`src/rtl/boot_loader_pkg.sv`:
```
// Shared types and constants for the framed byte-stream boot loader.
// Frame layout: ADDR_HI, ADDR_LO, LEN_HI, LEN_LO, LEN payload bytes, CSUM.
package boot_loader_pkg;

  localparam int          BL_HDR_BYTES = 4;
  localparam logic [15:0] BL_MEM_LIMIT = 16'h8000;

  typedef enum logic [3:0] {
    S_ADDR_HI = 4'd0,
    S_ADDR_LO = 4'd1,
    S_LEN_HI  = 4'd2,
    S_LEN_LO  = 4'd3,
    S_DATA    = 4'd4,
    S_CSUM    = 4'd5,
    S_DONE    = 4'd6,
    S_ERR     = 4'd7
  } bl_state_e;

  // Terminal states stop the stream until reload or reset.
  function automatic logic bl_accepts(input bl_state_e s);
    return !((s == S_DONE) || (s == S_ERR));
  endfunction

endpackage

```
`src/rtl/bl_frame_counter.sv`:
```
// Payload byte counter: loads LEN, decrements per accepted byte, flags zero and one.
// Flags are combinational from the registered count; load has priority over decrement.
module bl_frame_counter #(
  parameter int WIDTH = 16
) (
  input  logic             clk,
  input  logic             reset,
  input  logic             load,
  input  logic [WIDTH-1:0] load_val,
  input  logic             dec,
  output logic             zero,
  output logic             one
);

  localparam logic [WIDTH-1:0] CNT_ZERO = '0;
  localparam logic [WIDTH-1:0] CNT_ONE  = WIDTH'(1);

  logic [WIDTH-1:0] count_q;
  logic [WIDTH-1:0] count_d;

  always_comb begin
    count_d = count_q;
    if (load) begin
      count_d = load_val;
    end else if (dec && (count_q != CNT_ZERO)) begin
      count_d = count_q - CNT_ONE;
    end
  end

  always_ff @(posedge clk or posedge reset) begin
    if (reset) begin
      count_q <= CNT_ZERO;
    end else begin
      count_q <= count_d;
    end
  end

  assign zero = (count_q == CNT_ZERO);
  assign one  = (count_q == CNT_ONE);

endmodule

```
`src/rtl/boot_loader.sv`:
```
// Parses a framed image from a valid/ready byte stream into RAM and holds the CPU until loaded.
// Writes land one cycle after each accepted payload byte; in_ready drops only in DONE/ERR.
module boot_loader
  import boot_loader_pkg::*;
#(
  parameter int                    DATA_WIDTH = 8,
  parameter int                    ADDR_WIDTH = 16,
  parameter logic [ADDR_WIDTH-1:0] MEM_LIMIT  = BL_MEM_LIMIT
) (
  input  logic                  clk,
  input  logic                  reset,
  input  logic                  in_valid,
  input  logic [DATA_WIDTH-1:0] in_data,
  output logic                  in_ready,
  input  logic                  reload,
  output logic [ADDR_WIDTH-1:0] mem_addr,
  output logic [DATA_WIDTH-1:0] mem_wdata,
  output logic                  mem_we,
  output logic                  cpu_hold,
  output logic                  done,
  output logic                  err
);

  localparam logic [ADDR_WIDTH-1:0] ADDR_ONE  = ADDR_WIDTH'(1);
  localparam logic [ADDR_WIDTH-1:0] ADDR_ZERO = '0;
  localparam logic [DATA_WIDTH-1:0] DATA_ZERO = '0;

  bl_state_e             state_q, state_d;
  logic [ADDR_WIDTH-1:0] addr_q, addr_d;
  logic [DATA_WIDTH-1:0] len_hi_q, len_hi_d;
  logic [ADDR_WIDTH-1:0] ptr_q, ptr_d;
  logic [DATA_WIDTH-1:0] sum_q, sum_d;
  logic                  in_ready_q, in_ready_d;
  logic                  mem_we_q, mem_we_d;
  logic [ADDR_WIDTH-1:0] mem_addr_q, mem_addr_d;
  logic [DATA_WIDTH-1:0] mem_wdata_q, mem_wdata_d;
  logic                  cpu_hold_q, cpu_hold_d;

  logic                  xfer;
  logic [ADDR_WIDTH-1:0] len_val;
  logic [ADDR_WIDTH:0]   end_addr;
  logic                  range_bad;
  logic [DATA_WIDTH-1:0] csum_total;
  logic                  cnt_load;
  logic                  cnt_dec;
  logic                  cnt_zero;
  logic                  cnt_one;

  assign xfer       = in_valid && in_ready_q;
  assign len_val    = {len_hi_q, in_data};
  // 17-bit sum so a frame ending exactly at MEM_LIMIT is legal and nothing wraps.
  assign end_addr   = {1'b0, addr_q} + {1'b0, len_val};
  assign range_bad  = addr_q[ADDR_WIDTH-1] || (end_addr > {1'b0, MEM_LIMIT});
  assign csum_total = sum_q + in_data;

  bl_frame_counter #(
    .WIDTH (ADDR_WIDTH)
  ) u_len_cnt (
    .clk      (clk),
    .reset    (reset),
    .load     (cnt_load),
    .load_val (len_val),
    .dec      (cnt_dec),
    .zero     (cnt_zero),
    .one      (cnt_one)
  );

  always_comb begin
    state_d     = state_q;
    addr_d      = addr_q;
    len_hi_d    = len_hi_q;
    ptr_d       = ptr_q;
    sum_d       = sum_q;
    mem_we_d    = 1'b0;
    mem_addr_d  = mem_addr_q;
    mem_wdata_d = mem_wdata_q;
    cnt_load    = 1'b0;
    cnt_dec     = 1'b0;

    case (state_q)
      S_ADDR_HI: begin
        sum_d = DATA_ZERO;
        if (xfer) begin
          addr_d[ADDR_WIDTH-1 -: DATA_WIDTH] = in_data;
          state_d = S_ADDR_LO;
        end
      end
      S_ADDR_LO: begin
        if (xfer) begin
          addr_d[DATA_WIDTH-1:0] = in_data;
          state_d = S_LEN_HI;
        end
      end
      S_LEN_HI: begin
        if (xfer) begin
          len_hi_d = in_data;
          state_d  = S_LEN_LO;
        end
      end
      S_LEN_LO: begin
        if (xfer) begin
          cnt_load = 1'b1;
          ptr_d    = addr_q;
          if (range_bad) begin
            state_d = S_ERR;
          end else if (len_val == ADDR_ZERO) begin
            state_d = S_CSUM;
          end else begin
            state_d = S_DATA;
          end
        end
      end
      S_DATA: begin
        if (cnt_zero) begin
          state_d = S_CSUM;
        end else if (xfer) begin
          mem_we_d    = 1'b1;
          mem_addr_d  = ptr_q;
          mem_wdata_d = in_data;
          ptr_d       = ptr_q + ADDR_ONE;
          sum_d       = csum_total;
          cnt_dec     = 1'b1;
          if (cnt_one) begin
            state_d = S_CSUM;
          end
        end
      end
      S_CSUM: begin
        if (xfer) begin
          state_d = (csum_total == DATA_ZERO) ? S_DONE : S_ERR;
        end
      end
      S_DONE, S_ERR: begin
        if (reload) begin
          state_d = S_ADDR_HI;
        end
      end
      default: begin
        state_d = S_ERR;
      end
    endcase

    in_ready_d = bl_accepts(state_d);
    // Release the CPU only once DONE has been held for a full cycle, after the final write.
    cpu_hold_d = !((state_q == S_DONE) && (state_d == S_DONE));
  end

  always_ff @(posedge clk or posedge reset) begin
    if (reset) begin
      state_q     <= S_ADDR_HI;
      addr_q      <= ADDR_ZERO;
      len_hi_q    <= DATA_ZERO;
      ptr_q       <= ADDR_ZERO;
      sum_q       <= DATA_ZERO;
      in_ready_q  <= 1'b0;
      mem_we_q    <= 1'b0;
      mem_addr_q  <= ADDR_ZERO;
      mem_wdata_q <= DATA_ZERO;
      cpu_hold_q  <= 1'b1;
    end else begin
      state_q     <= state_d;
      addr_q      <= addr_d;
      len_hi_q    <= len_hi_d;
      ptr_q       <= ptr_d;
      sum_q       <= sum_d;
      in_ready_q  <= in_ready_d;
      mem_we_q    <= mem_we_d;
      mem_addr_q  <= mem_addr_d;
      mem_wdata_q <= mem_wdata_d;
      cpu_hold_q  <= cpu_hold_d;
    end
  end

  assign in_ready  = in_ready_q;
  assign mem_we    = mem_we_q;
  assign mem_addr  = mem_addr_q;
  assign mem_wdata = mem_wdata_q;
  assign cpu_hold  = cpu_hold_q;
  assign done      = (state_q == S_DONE);
  assign err       = (state_q == S_ERR);

endmodule

```
`config.mk`:
```
export PLATFORM = sky130hd
export DESIGN_NAME = boot_loader
export DESIGN_NICKNAME = d
export VERILOG_FILES = /design/src/rtl/boot_loader_pkg.sv /design/src/rtl/bl_frame_counter.sv /design/src/rtl/boot_loader.sv
export SDC_FILE = /design/constraint.sdc
export NUM_CORES = 1
export LEC_CHECK = 0
export BUFFER_PORTS_ARGS = -buffer_cell sky130_fd_sc_hd__buf_2
export CAP_MARGIN = 20
export CORE_ASPECT_RATIO = 0.75
export CORE_MARGIN = 1.5
export CORE_UTILIZATION = 50
export CTS_CLUSTER_DIAMETER = 60
export DETAILED_ROUTE_END_ITERATION = 16
export MAX_ROUTING_LAYER = met4
export PLACE_DENSITY = 0.68
export SYNTH_ARGS = -nofsm -noshare
export SYNTH_HDL_FRONTEND = slang
export SYNTH_SLANG_ARGS = --single-unit
export TNS_END_PERCENT = 10
```
`constraint.sdc`:
```
create_clock -name clk -period 7.4 [get_ports clk]
set_input_delay 0.74 -clock clk [delete_from_list [all_inputs] [get_ports clk]]
set_output_delay 0.74 -clock clk [all_outputs]
set_load 0.005 [all_outputs]
```
Word level (Yosys, flattened, before mapping)
Index checks and enable logic that the tools add are counted.
{"block": "word_totals", "ff_bits": 95, "word_cells": 79}
{"block": "op_classes", "n_addsub": 4, "order_cmp": 1, "n_eq_ne": 13, "muxes": 26, "n_bitwise": 1, "reduce_logical": 22}
{"operator": "$mux W16", "count": 5}
{"operator": "$mux W4", "count": 9}
{"operator": "$logic_not A16 Y1", "count": 2}
{"operator": "$pmux W16 S2", "count": 1}
{"operator": "$pmux W4 S7", "count": 1}
{"operator": "$eq A4 B3 Y1 const B", "count": 6}
{"operator": "$add A16 B16 Y17", "count": 1}
{"operator": "$gt A17 B16 Y1 const B", "count": 1}
{"operator": "$add A16 B1 Y16 const B", "count": 1}
{"operator": "$eq A16 B1 Y1 const B", "count": 1}
{"operator": "$mux W8", "count": 2}
{"operator": "$pmux W8 S2", "count": 1}
{"operator": "$reduce_bool A16 Y1", "count": 1}
{"operator": "$sub A16 B1 Y16 const B", "count": 1}
{"operator": "$add A8 B8 Y8", "count": 1}
{"operator": "$eq A4 B2 Y1 const B", "count": 2}
{"operator": "$logic_not A8 Y1", "count": 1}
{"operator": "$mux W1", "count": 6}
{"operator": "$ne A2 B2 Y1 const B", "count": 3}
{"operator": "$reduce_and A2 Y1", "count": 3}
{"operator": "$reduce_and A3 Y1", "count": 2}
{"operator": "$reduce_bool A2 Y1", "count": 3}
{"operator": "$eq A4 B1 Y1 const B", "count": 1}
{"operator": "$logic_not A4 Y1", "count": 1}
{"operator": "7 further kinds", "count": 11}

Longest topological paths before layout
{"block": "logic_depth", "depth_word": 9, "ltp_mapped": 10, "ltp_nobuf": 10}

Modules after synthesis
Synthesis repeated with hierarchy kept, for this count alone.
{"block": "unflattened", "cells_unflattened": 573, "area_unflattened_um2": 5741.8}
{"mod": "boot_loader", "n_inst": 1, "cells_per_inst": 457, "area_each_um2": 4663.2}
{"mod": "bl_frame_counter", "n_inst": 1, "cells_per_inst": 116, "area_each_um2": 1078.5}

Least setup slack after synthesis
Ideal clock, no wire load.
{"block": "synth_path", "path_kind": "input to register", "start": "input port in_data[0]", "end": "register state_q[0]", "setup_time_ns": 0.139, "arrival_ns": 2.926, "setup_slack_ns": 4.335, "path_stages": 10, "path_cell_list": "ha_1 -> fa_1 -> xor2_1 -> a2111oi_0 -> o2111ai_1 -> a21oi_1 -> nand4_1 -> a2111oi_0 -> a41o_1 -> o2111ai_1"}
{"block": "synth_via", "elab_chain_len": 6, "word_cells_on_any_way": 12, "classes_between": "add/sub: 2; order compare: 1; mux: 6; reduce/logical: 3"}
{"element": "start: declaration", "line": "boot_loader.sv:13", "text": "input logic [DATA_WIDTH-1:0] in_data,"}
{"element": "$add A16 B16 Y17", "line": "boot_loader.sv:52", "text": "assign end_addr = {1'b0, addr_q} + {1'b0, len_val};"}
{"element": "$gt A17 B16 Y1", "line": "boot_loader.sv:53", "text": "assign range_bad = addr_q[ADDR_WIDTH-1] || (end_addr > {1'b0, MEM_LIMIT});"}
{"element": "$logic_or A1 B1 Y1", "line": "boot_loader.sv:53"}
{"element": "$mux W2", "line": "boot_loader.sv:104", "text": "if (range_bad) begin"}
{"element": "$mux W4", "line": "boot_loader.sv:101", "text": "if (xfer) begin"}
{"element": "$pmux W4 S7 *", "line": "boot_loader.sv:80", "text": "case (state_q)"}
{"element": "net state_d[0]", "line": "boot_loader.sv:28", "text": "bl_state_e state_q, state_d;"}
{"element": "end signal: assignment", "line": "boot_loader.sv:161", "text": "state_q <= state_d;"}
{"element": "end: declaration", "line": "boot_loader.sv:28"}
The timed path passes the listed nets; every way through them passes the cells marked *.
A chain may end at the register's enable or synchronous reset.

Worst setup path after layout
Ends and elaborated chain as after synthesis.

==> qor.csv <==
metric,value,unit
status,"finished, final reports clean",
startpoint types,input pin,
Critical Path AT,3.62,ns
clock sinks,95,
CTS buffer count,9,
most common library cell in the layout ignoring fill and taps,nand2_1,
Cells after Synth,591,
fin crit period,3.41,ns
nets,662,
Overflow after GRT,0,
Slew HR,0.474,
Longest Clk Path Bufs,2,
worst-skew pair later-pin latency,0.35,ns
critical path peak fanout,8,
residual DRC count,0,
yosys warns,0,
Die H,93.1,um
R2R setup slack,4.02,ns
"delay-heaviest family, CP",compound AO/OA/AOI/OAI gates,
fin area,6040,um2
clk slew on worst S/H paths,0.07,ns
Slew Limit Fails,0,
largest net degree at the start of global routing,62,
Starting DRT DRC Count,416,
Routed WL,13.8,mm
TritonCTS clock tree,done,
Overall Global Routing Usage,0.267,
die area,11500,um2
gpl congestion,0.917,
CP cell instances,buf_2 -> ha_1 -> fa_1 -> xor2_1 -> a2111oi_0 -> o2111ai_1 -> a21oi_1 -> nand4_1 -> a2111oi_0 -> a41o_1 -> o2111ai_1,
CP Capture Type,flop,
Port Buffer Count,40,
crit path kind,input pin to flop,
syn avg cell area,9.15,um2
setup repair bufs after CTS,0,
MaxCap Viol Count,0,
layout cells sized above 1,0.156,
vias in the first global route,4535,
number of synthesized flops with an enable pin,0,
dpl ws,3.71,ns
Layout area overhead,11.6,%
DR vias,4613,
I/O pins,41,
"FFs w/ async S/R, synth",1.00,
Critical Path Max Stage Delay,0.72,ns
first-pass GRT wire length,22.8,mm
unique cell type count in the Yosys netlist,65,
vias per cell,6.05,
Starting Density,0.520,
top_reg_cell synth,dfrtp_1,
ant diodes,0,
Setup Skew,0.00639,ns
post-synthesis sequential element count,95,
die width,123,um
Fin. Hold Viols,0,
sequential element share of the synthesized area,0.440,
Hold Buf Count CTS,0,
Crit-path slowest cell,a2111oi_0,
number of buffers and inverters on the critical path,1,
RSZ-0062 raised after global routing,false,
Worst Slack Setup Final,3.99,ns
Antenna Nets Post-Route,0,
PD cells,290,nW/um2
DP Wirelength,9.79,mm
antenna violations before repair,0,
P_leak,2.94,nW
Worst-Margin Slew,0.769,ns
most frequent cells in the layout,"nand2_1, dfrtp_1, a21oi_1",
# rows,32,
post-cts gate resize count,0,
drt wl/cell,18.1,um
Peak VDD IR,158,uV
Sum Neg Setup Slack,0,ns
Root Buffer Master,clkbuf_16,
Mapped Nets,631,
DRT Pass-1 Iters,5,
fin crit share,0.460,
core footprint,10400,um2
placed cell areas,5710,um2
Hold WC Path Type,input pin to async pin,
# setup viols final,0,
mapped cell area,5410,um2
Worst EP required,7.61,ns
fmax,294,MHz
H-Tree Depth,3,
## cell type report
class | count | area [um2]
multi-input cells | 457 | 2870
repair buffers | 44 | 230
clock buffers | 10 | 239
inverters | 15 | 58.8
clock inverters | 6 | 90.1
fillers | 945 | 4370
well taps | 136 | 170
flip-flops and latches | 95 | 2380
## per-layer routing
layer / wire, um / GRT usage
met1: 6560 / 0.367
met2: 6230 / 0.411
met3: 762 / 0.0537
met4: 231 / 0.0613
met5: 0 / -
## cells in the mapped netlist (7+ instances only)
cell type	instances	area [um2]
nor4_1	7	43.8
a21o_1	11	82.6
dfrtp_1	94	2350
nand3_1	14	70.1
nor3_1	18	90.1
mux2_2	24	270
xor2_1	8	70.1
o21ai_0	37	185
buf_2	8	40.0
a21oi_1	47	235
inv_1	14	52.6
ha_1	26	325
nand2_1	127	477
xnor2_1	11	96.3
clkbuf_1	13	48.8
nor2_1	29	109
## worst register-to-register path: stages (launching register included)
cell       delay (ns)
dfrtp_1          0.42
or4_4            0.56
or4_4            0.54
o2111ai_4        0.20
buf_4            0.44
inv_2            0.41
nor2_2           0.42
nor2_1           0.10
nor2_1           0.10
a21oi_1          0.05
## sequential cells by signal, summed over array words and instances (netlist names)
name               cells
cpu_hold               1
len_hi_q               8
state_q                4
mem_addr              16
ptr_q                 16
mem_we                 1
u_len_cnt.count_q     16
sum_q                  8
mem_wdata              8
addr_q                16
in_ready               1
## power by group
part	leakage, nW	switching, mW	internal [mW]
logic	1.53	0.267	0.209
registers	1.25	0.118	0.639
clock network	0.159	0.208	0.307
total	2.94	0.593	1.16
## stage by stage
step	std cells	utilization	total power, mW	hold slack, ns
floorplan	591	-	1.08	0.454
global placement	747	0.548	1.21	0.454
detailed placement	747	0.548	1.23	0.457
CTS	763	0.580	1.75	0.416
global route	763	0.580	1.85	0.436
finish	763	0.580	1.75	0.399
## worst paths after layout
kind	cells after the start	start	to
hold reg to reg	2	mem_addr[9]$_DFFE_PP0P_	mem_addr[9]$_DFFE_PP0P_
min in group clk	2	mem_addr[9]$_DFFE_PP0P_	mem_addr[9]$_DFFE_PP0P_
setup / recovery	11	in_data[0]	state_q[0]$_DFF_PP0_
setup reg to reg	9	u_len_cnt.count_q[10]$_DFFE_PP0P_	ptr_q[9]$_DFFE_PP0P_
max in group asynchronous	3	reset	sum_q[4]$_DFFE_PP0P_
hold / removal	2	reset	mem_addr[11]$_DFFE_PP0P_
## logic make-up (layout without fill, tap and decap cells)
| kind of cell | Yosys count | count (layout) | synth area share |
|---|---|---|---|
| adder cells (fa/ha/maj) | 28 | 28 | 0.0675 |
| other | 1 | 1 | 0.000693 |
| AND/OR/NAND/NOR | 230 | 230 | 0.193 |
| flip-flops | 95 | 95 | 0.440 |
| AO/OA/AOI/OAI | 151 | 151 | 0.182 |
| buffers and inverters | 39 | 75 | 0.0296 |
| XOR/XNOR | 19 | 19 | 0.0308 |
| multiplexers | 28 | 28 | 0.0574 |
(Power assumes the default switching activity.)
